File: src/rtl/emu_run_ctrl_pkg.sv
// Shared types for the emulator run/checkpoint sequencer: op codes, FSM states,
// pause causes.
package emu_run_ctrl_pkg;
  localparam int DATA_W = 64;

  typedef enum logic [2:0] {
    OP_RUN       = 3'd0,
    OP_STEP      = 3'd1,
    OP_PAUSE     = 3'd2,
    OP_SAVE      = 3'd3,
    OP_LOAD      = 3'd4,
    OP_SET_COUNT = 3'd5
  } op_e;

  typedef enum logic [2:0] {
    ST_PAUSED,
    ST_RUN,
    ST_SAVE_FF,
    ST_SAVE_RAM,
    ST_LOAD_FF,
    ST_LOAD_RAM
  } state_e;

  typedef enum logic [1:0] {
    CAUSE_CMD  = 2'd0,
    CAUSE_STEP = 2'd1,
    CAUSE_TRIG = 2'd2
  } cause_e;

  function automatic logic is_scan(state_e s);
    return (s == ST_SAVE_FF) || (s == ST_SAVE_RAM) ||
           (s == ST_LOAD_FF) || (s == ST_LOAD_RAM);
  endfunction
endpackage

File: src/rtl/emu_run_ctrl_if.sv
// Host-side bus: command channel plus checkpoint save/load streams.
interface emu_run_ctrl_if;
  import emu_run_ctrl_pkg::*;

  logic              cmd_valid;
  logic              cmd_ready;
  logic [2:0]        cmd_op;
  logic [DATA_W-1:0] cmd_arg;
  logic              sout_valid;
  logic              sout_ready;
  logic [DATA_W-1:0] sout_data;
  logic              sin_valid;
  logic              sin_ready;
  logic [DATA_W-1:0] sin_data;

  modport slave (
    input  cmd_valid, cmd_op, cmd_arg, sout_ready, sin_valid, sin_data,
    output cmd_ready, sout_valid, sout_data, sin_ready
  );

  modport master (
    output cmd_valid, cmd_op, cmd_arg, sout_ready, sin_valid, sin_data,
    input  cmd_ready, sout_valid, sout_data, sin_ready
  );
endinterface

File: src/rtl/emu_scan_seq.sv
// One scan-chain walk: handshake-gated shift enable and a word counter that
// flags the final word. Shared between the FF and RAM chains by the top.
module emu_scan_seq
  import emu_run_ctrl_pkg::*;
#(
  parameter int WCNT_W = 16
) (
  input  logic              clk,
  input  logic              resetn,
  input  logic              clr,
  input  logic              active,
  input  logic              load,
  input  logic [WCNT_W-1:0] n_words,
  input  logic              sout_ready,
  input  logic              sin_valid,
  input  logic [DATA_W-1:0] sin_data,
  input  logic [DATA_W-1:0] sdo,
  output logic              shift,
  output logic              sout_valid,
  output logic [DATA_W-1:0] sout_data,
  output logic              sin_ready,
  output logic [DATA_W-1:0] sdi,
  output logic              last
);
  logic [WCNT_W-1:0] wcnt;

  assign sout_valid = active & ~load;
  assign sin_ready  = active & load;
  assign sout_data  = sdo;
  assign sdi        = sin_data;
  // the scan clock only advances on a stream handshake
  assign shift      = (sout_valid & sout_ready) | (sin_ready & sin_valid);
  assign last       = shift && (wcnt == n_words - 1'b1);

  always_ff @(posedge clk) begin
    if (!resetn || clr)
      wcnt <= '0;
    else if (shift)
      wcnt <= last ? '0 : wcnt + 1'b1;
  end
endmodule

File: src/rtl/emu_run_ctrl.sv
// Run/step/pause gating of the emulated target, its cycle counter, and
// checkpoint save/load sequencing over the FF then RAM scan chains.
module emu_run_ctrl
  import emu_run_ctrl_pkg::*;
#(
  parameter int FF_WORDS  = 16,
  parameter int RAM_WORDS = 64,
  parameter int WCNT_W    = 16
) (
  input  logic              clk,
  input  logic              resetn,
  emu_run_ctrl_if.slave     bus,
  output logic              done,
  output logic              err,
  output logic              paused,
  output logic [1:0]        pause_cause,
  input  logic              trig,
  input  logic              dut_stall,
  output logic              dut_clk_en,
  output logic [DATA_W-1:0] count,
  output logic              ff_scan,
  output logic              ff_dir,
  output logic              ram_scan,
  output logic              ram_dir,
  output logic [DATA_W-1:0] ff_sdi,
  output logic [DATA_W-1:0] ram_sdi,
  input  logic [DATA_W-1:0] ff_sdo,
  input  logic [DATA_W-1:0] ram_sdo
);
  localparam logic [WCNT_W-1:0] FF_N  = WCNT_W'(FF_WORDS);
  localparam logic [WCNT_W-1:0] RAM_N = WCNT_W'(RAM_WORDS);

  state_e            state, state_n;
  cause_e            cause, cause_n;
  logic [DATA_W-1:0] rem, rem_n, count_n;
  logic              done_n, err_n, clk_en;
  logic              cmd_fire, ff_phase, seq_load, seq_clr;
  logic              shift, last;
  logic [DATA_W-1:0] sdi;

  assign bus.cmd_ready = (state == ST_PAUSED) || (state == ST_RUN);
  assign cmd_fire      = bus.cmd_valid && bus.cmd_ready;
  assign paused        = (state == ST_PAUSED);
  assign pause_cause   = cause;
  assign dut_clk_en    = clk_en;

  assign ff_phase = (state == ST_SAVE_FF) || (state == ST_LOAD_FF);
  assign seq_load = (state == ST_LOAD_FF) || (state == ST_LOAD_RAM);
  assign seq_clr  = (state_n != state) && is_scan(state_n);

  emu_scan_seq #(.WCNT_W(WCNT_W)) u_seq (
    .clk        (clk),
    .resetn     (resetn),
    .clr        (seq_clr),
    .active     (is_scan(state)),
    .load       (seq_load),
    .n_words    (ff_phase ? FF_N : RAM_N),
    .sout_ready (bus.sout_ready),
    .sin_valid  (bus.sin_valid),
    .sin_data   (bus.sin_data),
    .sdo        (ff_phase ? ff_sdo : ram_sdo),
    .shift      (shift),
    .sout_valid (bus.sout_valid),
    .sout_data  (bus.sout_data),
    .sin_ready  (bus.sin_ready),
    .sdi        (sdi),
    .last       (last)
  );

  assign ff_scan  = ff_phase & shift;
  assign ram_scan = is_scan(state) & ~ff_phase & shift;
  assign ff_dir   = (state == ST_LOAD_FF);
  assign ram_dir  = (state == ST_LOAD_RAM);
  assign ff_sdi   = sdi;
  assign ram_sdi  = sdi;

  always_comb begin
    state_n = state;
    cause_n = cause;
    rem_n   = rem;
    count_n = count;
    done_n  = 1'b0;
    err_n   = 1'b0;
    clk_en  = 1'b0;
    case (state)
      ST_PAUSED: if (cmd_fire) begin
        case (bus.cmd_op)
          OP_RUN:  state_n = ST_RUN;
          OP_STEP: if (bus.cmd_arg != '0) begin
            rem_n   = bus.cmd_arg;
            state_n = ST_RUN;
          end else
            done_n = 1'b1;
          OP_PAUSE: done_n  = 1'b1;
          OP_SAVE:  state_n = ST_SAVE_FF;
          OP_LOAD:  state_n = ST_LOAD_FF;
          OP_SET_COUNT: begin
            count_n = bus.cmd_arg;
            done_n  = 1'b1;
          end
          default: err_n = 1'b1;
        endcase
      end
      ST_RUN: begin
        clk_en = !dut_stall;
        if (clk_en) begin
          count_n = count + 1'b1;
          if (rem != '0) rem_n = rem - 1'b1;
        end
        if (cmd_fire && bus.cmd_op != OP_PAUSE) err_n = 1'b1;
        // rem==0 means unbounded, so only a bounded run can hit rem==1
        if (trig || (clk_en && rem == 64'd1) || (cmd_fire && bus.cmd_op == OP_PAUSE)) begin
          state_n = ST_PAUSED;
          rem_n   = '0;
          done_n  = 1'b1;
          if (trig)                           cause_n = CAUSE_TRIG;
          else if (clk_en && rem == 64'd1)    cause_n = CAUSE_STEP;
          else                                cause_n = CAUSE_CMD;
        end
      end
      ST_SAVE_FF:  if (last) state_n = ST_SAVE_RAM;
      ST_LOAD_FF:  if (last) state_n = ST_LOAD_RAM;
      ST_SAVE_RAM, ST_LOAD_RAM: if (last) begin
        state_n = ST_PAUSED;
        done_n  = 1'b1;
      end
      default: state_n = ST_PAUSED;
    endcase
  end

  always_ff @(posedge clk) begin
    if (!resetn) begin
      state <= ST_PAUSED;
      cause <= CAUSE_CMD;
      rem   <= '0;
      count <= '0;
      done  <= 1'b0;
      err   <= 1'b0;
    end else begin
      state <= state_n;
      cause <= cause_n;
      rem   <= rem_n;
      count <= count_n;
      done  <= done_n;
      err   <= err_n;
    end
  end
endmodule

File: src/flat_wrapper.sv
// flat-port wrapper written by rule: the top's interface ports become plain ports
module emu_run_ctrl_flat import emu_run_ctrl_pkg::*;
#(
  parameter int FF_WORDS  = 16,
  parameter int RAM_WORDS = 64,
  parameter int WCNT_W    = 16
)
  (clk, resetn, done, err, paused, pause_cause, trig, dut_stall, dut_clk_en, count, ff_scan, ff_dir, ram_scan, ram_dir, ff_sdi, ram_sdi, ff_sdo, ram_sdo, bus_cmd_valid, bus_cmd_op, bus_cmd_arg, bus_sout_ready, bus_sin_valid, bus_sin_data, bus_cmd_ready, bus_sout_valid, bus_sout_data, bus_sin_ready);
  emu_run_ctrl_if bus_i ();
  input  logic clk;
  input  logic resetn;
  output logic done;
  output logic err;
  output logic paused;
  output logic [1:0] pause_cause;
  input  logic trig;
  input  logic dut_stall;
  output logic dut_clk_en;
  output logic [DATA_W-1:0] count;
  output logic ff_scan;
  output logic ff_dir;
  output logic ram_scan;
  output logic ram_dir;
  output logic [DATA_W-1:0] ff_sdi;
  output logic [DATA_W-1:0] ram_sdi;
  input  logic [DATA_W-1:0] ff_sdo;
  input  logic [DATA_W-1:0] ram_sdo;
  input wire logic [$bits(bus_i.cmd_valid)-1:0] bus_cmd_valid;
  input wire logic [$bits(bus_i.cmd_op)-1:0] bus_cmd_op;
  input wire logic [$bits(bus_i.cmd_arg)-1:0] bus_cmd_arg;
  input wire logic [$bits(bus_i.sout_ready)-1:0] bus_sout_ready;
  input wire logic [$bits(bus_i.sin_valid)-1:0] bus_sin_valid;
  input wire logic [$bits(bus_i.sin_data)-1:0] bus_sin_data;
  output wire logic [$bits(bus_i.cmd_ready)-1:0] bus_cmd_ready;
  output wire logic [$bits(bus_i.sout_valid)-1:0] bus_sout_valid;
  output wire logic [$bits(bus_i.sout_data)-1:0] bus_sout_data;
  output wire logic [$bits(bus_i.sin_ready)-1:0] bus_sin_ready;
  assign bus_i.cmd_valid = bus_cmd_valid;
  assign bus_i.cmd_op = bus_cmd_op;
  assign bus_i.cmd_arg = bus_cmd_arg;
  assign bus_i.sout_ready = bus_sout_ready;
  assign bus_i.sin_valid = bus_sin_valid;
  assign bus_i.sin_data = bus_sin_data;
  assign bus_cmd_ready = bus_i.cmd_ready;
  assign bus_sout_valid = bus_i.sout_valid;
  assign bus_sout_data = bus_i.sout_data;
  assign bus_sin_ready = bus_i.sin_ready;
  emu_run_ctrl #(.FF_WORDS(FF_WORDS), .RAM_WORDS(RAM_WORDS), .WCNT_W(WCNT_W)) u_core (.clk(clk), .resetn(resetn), .bus(bus_i), .done(done), .err(err), .paused(paused), .pause_cause(pause_cause), .trig(trig), .dut_stall(dut_stall), .dut_clk_en(dut_clk_en), .count(count), .ff_scan(ff_scan), .ff_dir(ff_dir), .ram_scan(ram_scan), .ram_dir(ram_dir), .ff_sdi(ff_sdi), .ram_sdi(ram_sdi), .ff_sdo(ff_sdo), .ram_sdo(ram_sdo));
endmodule
File: config.mk
export PLATFORM = sky130hd
export DESIGN_NAME = emu_run_ctrl_flat
export DESIGN_NICKNAME = d
export VERILOG_FILES = /design/src/rtl/emu_run_ctrl_pkg.sv /design/src/rtl/emu_run_ctrl_if.sv /design/src/rtl/emu_scan_seq.sv /design/src/rtl/emu_run_ctrl.sv /design/src/flat_wrapper.sv
export SDC_FILE = /design/constraint.sdc
export NUM_CORES = 1
export LEC_CHECK = 0
export BUFFER_PORTS_ARGS = -buffer_cell sky130_fd_sc_hd__buf_2
export CORE_AREA = 2 2 205 207
export CTS_BUF_LIST = sky130_fd_sc_hd__clkbuf_2 sky130_fd_sc_hd__clkbuf_4 sky130_fd_sc_hd__clkbuf_8
export DETAILED_ROUTE_END_ITERATION = 16
export DIE_AREA = 0 0 207 209
export SYNTH_ARGS = -nofsm -noshare
export SYNTH_HDL_FRONTEND = slang
export SYNTH_HIERARCHICAL = 1
export SYNTH_SLANG_ARGS = --single-unit
File: constraint.sdc
create_clock -name clk -period 8.65 [get_ports clk]
set_clock_uncertainty 0.15 [all_clocks]
set_input_delay 0.4325 -clock clk [delete_from_list [all_inputs] [get_ports clk]]
set_output_delay 0.4325 -clock clk [all_outputs]
set_load 0.1 [all_outputs]
==> impl_metrics.json <==
{
  "finalHoldViolCount": 0,
  "ys_ff_latch": 151,
  "crit_path_top_delay_cell": "buf_4",
  "num_antenna_cells": 0,
  "worstPathArrival_ns": 5.34,
  "grt_max_degree": 86,
  "path_delay_family": "simple AND/OR/NAND/NOR gates",
  "routedWlPerCell_microns": 21.9,
  "synth.avg_cell_area_sq_um": 7.45,
  "fp.dieArea_sq_um": 43300,
  "root_buffer": "clkbuf_8",
  "setup_violations": 0,
  "fp-row-count": 75,
  "synthCells": 1637,
  "post-route-period-util_pct": 59.6,
  "final.setup.tns_ns": 0,
  "gr-usage-all-layers_pct": 22.3,
  "routed_wl_microns": 51000,
  "placed_area_sq_um": 13100,
  "nNetsFinal": 2051,
  "status": "complete, no violations",
  "synth_ff_type": "dfxtp_1",
  "ios": 535,
  "fin_area_sq_um": 13500,
  "ant_nets": 0,
  "fillCellCount": 4447,
  "postCtsHoldBufs": 0,
  "required_ns": 8.83,
  "max_stage_delay_ns": 0.65,
  "area_delta_synth_final_pct": 11.0,
  "dp_slack_ns": 3.56,
  "tightest_slew_ns": 1.25,
  "rsz0062_at_grt": "false",
  "synth_area_sq_um": 12200,
  "max-clock-path-buffers": 2,
  "yosysWarnings": 6,
  "synth.top_cells.by_count": "buf_4 (192), nand2_1 (174), dfxtp_1 (151), nor2_1 (140), a21oi_1 (128)",
  "yosys.cell_count.top_type": "buf_4",
  "antenna_found_initial": 7,
  "layout-drive-gt1-share_pct": 26.7,
  "grt_pass1_wl_microns": 75300,
  "clkTransAtPathRegs_ns": 0.10,
  "h-tree-depth": 4,
  "synth-seq-area-share_pct": 24.8,
  "vias_per_cell": 5.69,
  "worstPathCellList": "nand2b_1 -> inv_1 -> or2_2 -> and2_2 -> buf_4 -> inv_1 -> or4_1 -> nand2b_1 -> nor4_1 -> xnor2_1 -> nand4b_1 -> nor3_1 -> nand2_1 -> a21oi_1 -> nor2b_1 -> o31ai_2 -> nor2_1",
  "io_buffers": 342,
  "fin_util_pct": 32.8,
  "ir_worst_vdd_v": 0.0000975,
  "slew_headroom_pct": 16.4,
  "synth.distinct_cells": 77,
  "path_buf_inv": 3,
  "cts_sinks": 151,
  "cts-resized-gates": 0,
  "grt_pass1_vias": 12200,
  "whs_ns": 0.139,
  "cts_tree": "yes",
  "die-width_microns": 207,
  "cp_max_fo": 68,
  "synthTopCellsByArea": "dfxtp_1 (25%), buf_4 (12%), mux2_2 (5.9%)",
  "critPathLaunchType": "flop",
  "place_congestion": 0.894,
  "cap_violations": 0,
  "crit_type": "flop to flop",
  "hp-class": "input pin to flop",
  "finalMaxSlewViolations": 0,
  "cp-end-kind": "flop",
  "cts_made_buffers": 17,
  "fin_ws_ns": 3.49,
  "drc": 0,
  "die_height_microns": 209,
  "hpwl_microns": 38600,
  "start_util_pct": 29.5,
  "core-area_sq_um": 41300,
  "p_leak_nw": 5.43,
  "fmax_ghz": 0.194,
  "cts_setup_buffers": 0,
  "ys_async_sr_fraction_pct": 0,
  "overflow": 0,
  "first_pass_iters": 6,
  "drtIter0Drc": 1551,
  "synth-edff-count": 0,
  "ff2ff_setup_slack_ns": 3.49,
  "synth_top_area_cell": "dfxtp_1",
  "power_density_nw_per_um2": 186,
  "vias": 13300,
  "finalCriticalPeriod_ns": 5.16,
  "synth.top_cell.area_share_pct": 24.8,
  "clock_latency_ns": 0.48
}
-- through the flow --
stage	cells	power [mW]
after CTS	2330	2.52
after detailed placement	2299	1.90
final	2330	2.52
after global routing	2330	2.63
after floorplan	1697	1.97
after global placement	2299	1.89
-- path summary, 6_finish.rpt --
kind | from | end | depth (start not counted)
worst max-delay path | u_core/state[2]$_SDFF_PN0_ | u_core/u_seq/wcnt[12]$_SDFFE_PP0P_ | 17
worst min-delay path | bus_cmd_arg[2] | u_core/rem[2]$_SDFFE_PN0P_ | 3
worst max register to register | u_core/state[2]$_SDFF_PN0_ | u_core/u_seq/wcnt[12]$_SDFFE_PP0P_ | 17
worst min register to register | u_core/rem[55]$_SDFFE_PN0P_ | u_core/rem[55]$_SDFFE_PN0P_ | 2
-- placed cells by master (no fill, tap or decap), drive strengths merged, types with 13 or more instances in the layout --
cell    Yosys  routed
buf       203     356
nand4      36      36
nor3       49      49
and4       13      13
nand2     174     174
xor2       20      20
a22oi      19      19
dfxtp     151     151
conb        1      61
nor4       39      39
nand3      38      38
nor2      141     141
xnor2      17      17
a32oi      20      20
clkbuf     90      19
inv        22      22
and2       20      20
a211oi     16      16
or3        19      19
mux2       64      64
and3       31      31
or4        16      16
o32ai      36      36
a21oi     128     128
o21ai      74      74
-- tightest hold or removal path, cell delays in order --
cell and delay (ns):
buf_2 0.11, a32oi_1 0.06, o32ai_1 0.12
-- registers in the layout (all words and copies together), names as in the netlist --
| name | count |
|---|---|
| u_core/count | 64 |
| u_core/rem | 64 |
| u_core/u_seq/wcnt | 16 |
| u_core/state | 3 |
| u_core/pause_cause | 2 |
| u_core/done | 1 |
| u_core/err | 1 |
-- power breakdown --
part,internal (mW),switching [mW]
Clock,0.319,0.307
Sequential,0.730,0.0427
Combinational,0.270,0.856
-- kinds of logic (layout without fill, tap and decap cells) --
group,after synthesis,after routing,share of synthesized area [%]
AO/OA/AOI/OAI,427,427,23.6
XOR/XNOR,37,37,2.66
adder cells (fa/ha/maj),7,7,0.698
buffers and inverters,315,409,15.7
flip-flops,151,151,24.8
multiplexers,69,69,6.32
other,1,61,0.0308
AND/OR/NAND/NOR,630,630,26.3
-- routing by layer --
metal | part of all wire [%] | wire length (microns) | vias to the layer above | GRT usage (%)
met5 | 0.14 | 69 | - | 0
met4 | 3.1 | 1560 | 10 | 7.68
met3 | 11 | 5390 | 107 | 6.54
met2 | 43 | 22000 | 753 | 33.2
met1 | 43 | 22000 | 6310 | 30.7
li1 | - | - | 6081 | -
-- layout make-up --
type,instances,area [sq um],share of cell area [%]
Clock inverter,12,179,1.32
Inverter,22,82.6,0.610
Sequential cell,151,3020,22.3
Timing Repair Buffer,356,1820,13.4
Tap cell,539,674,4.98
Clock buffer,19,249,1.84
Multi-Input combinational cell,1231,7510,55.5
(Power assumes the default switching activity.)
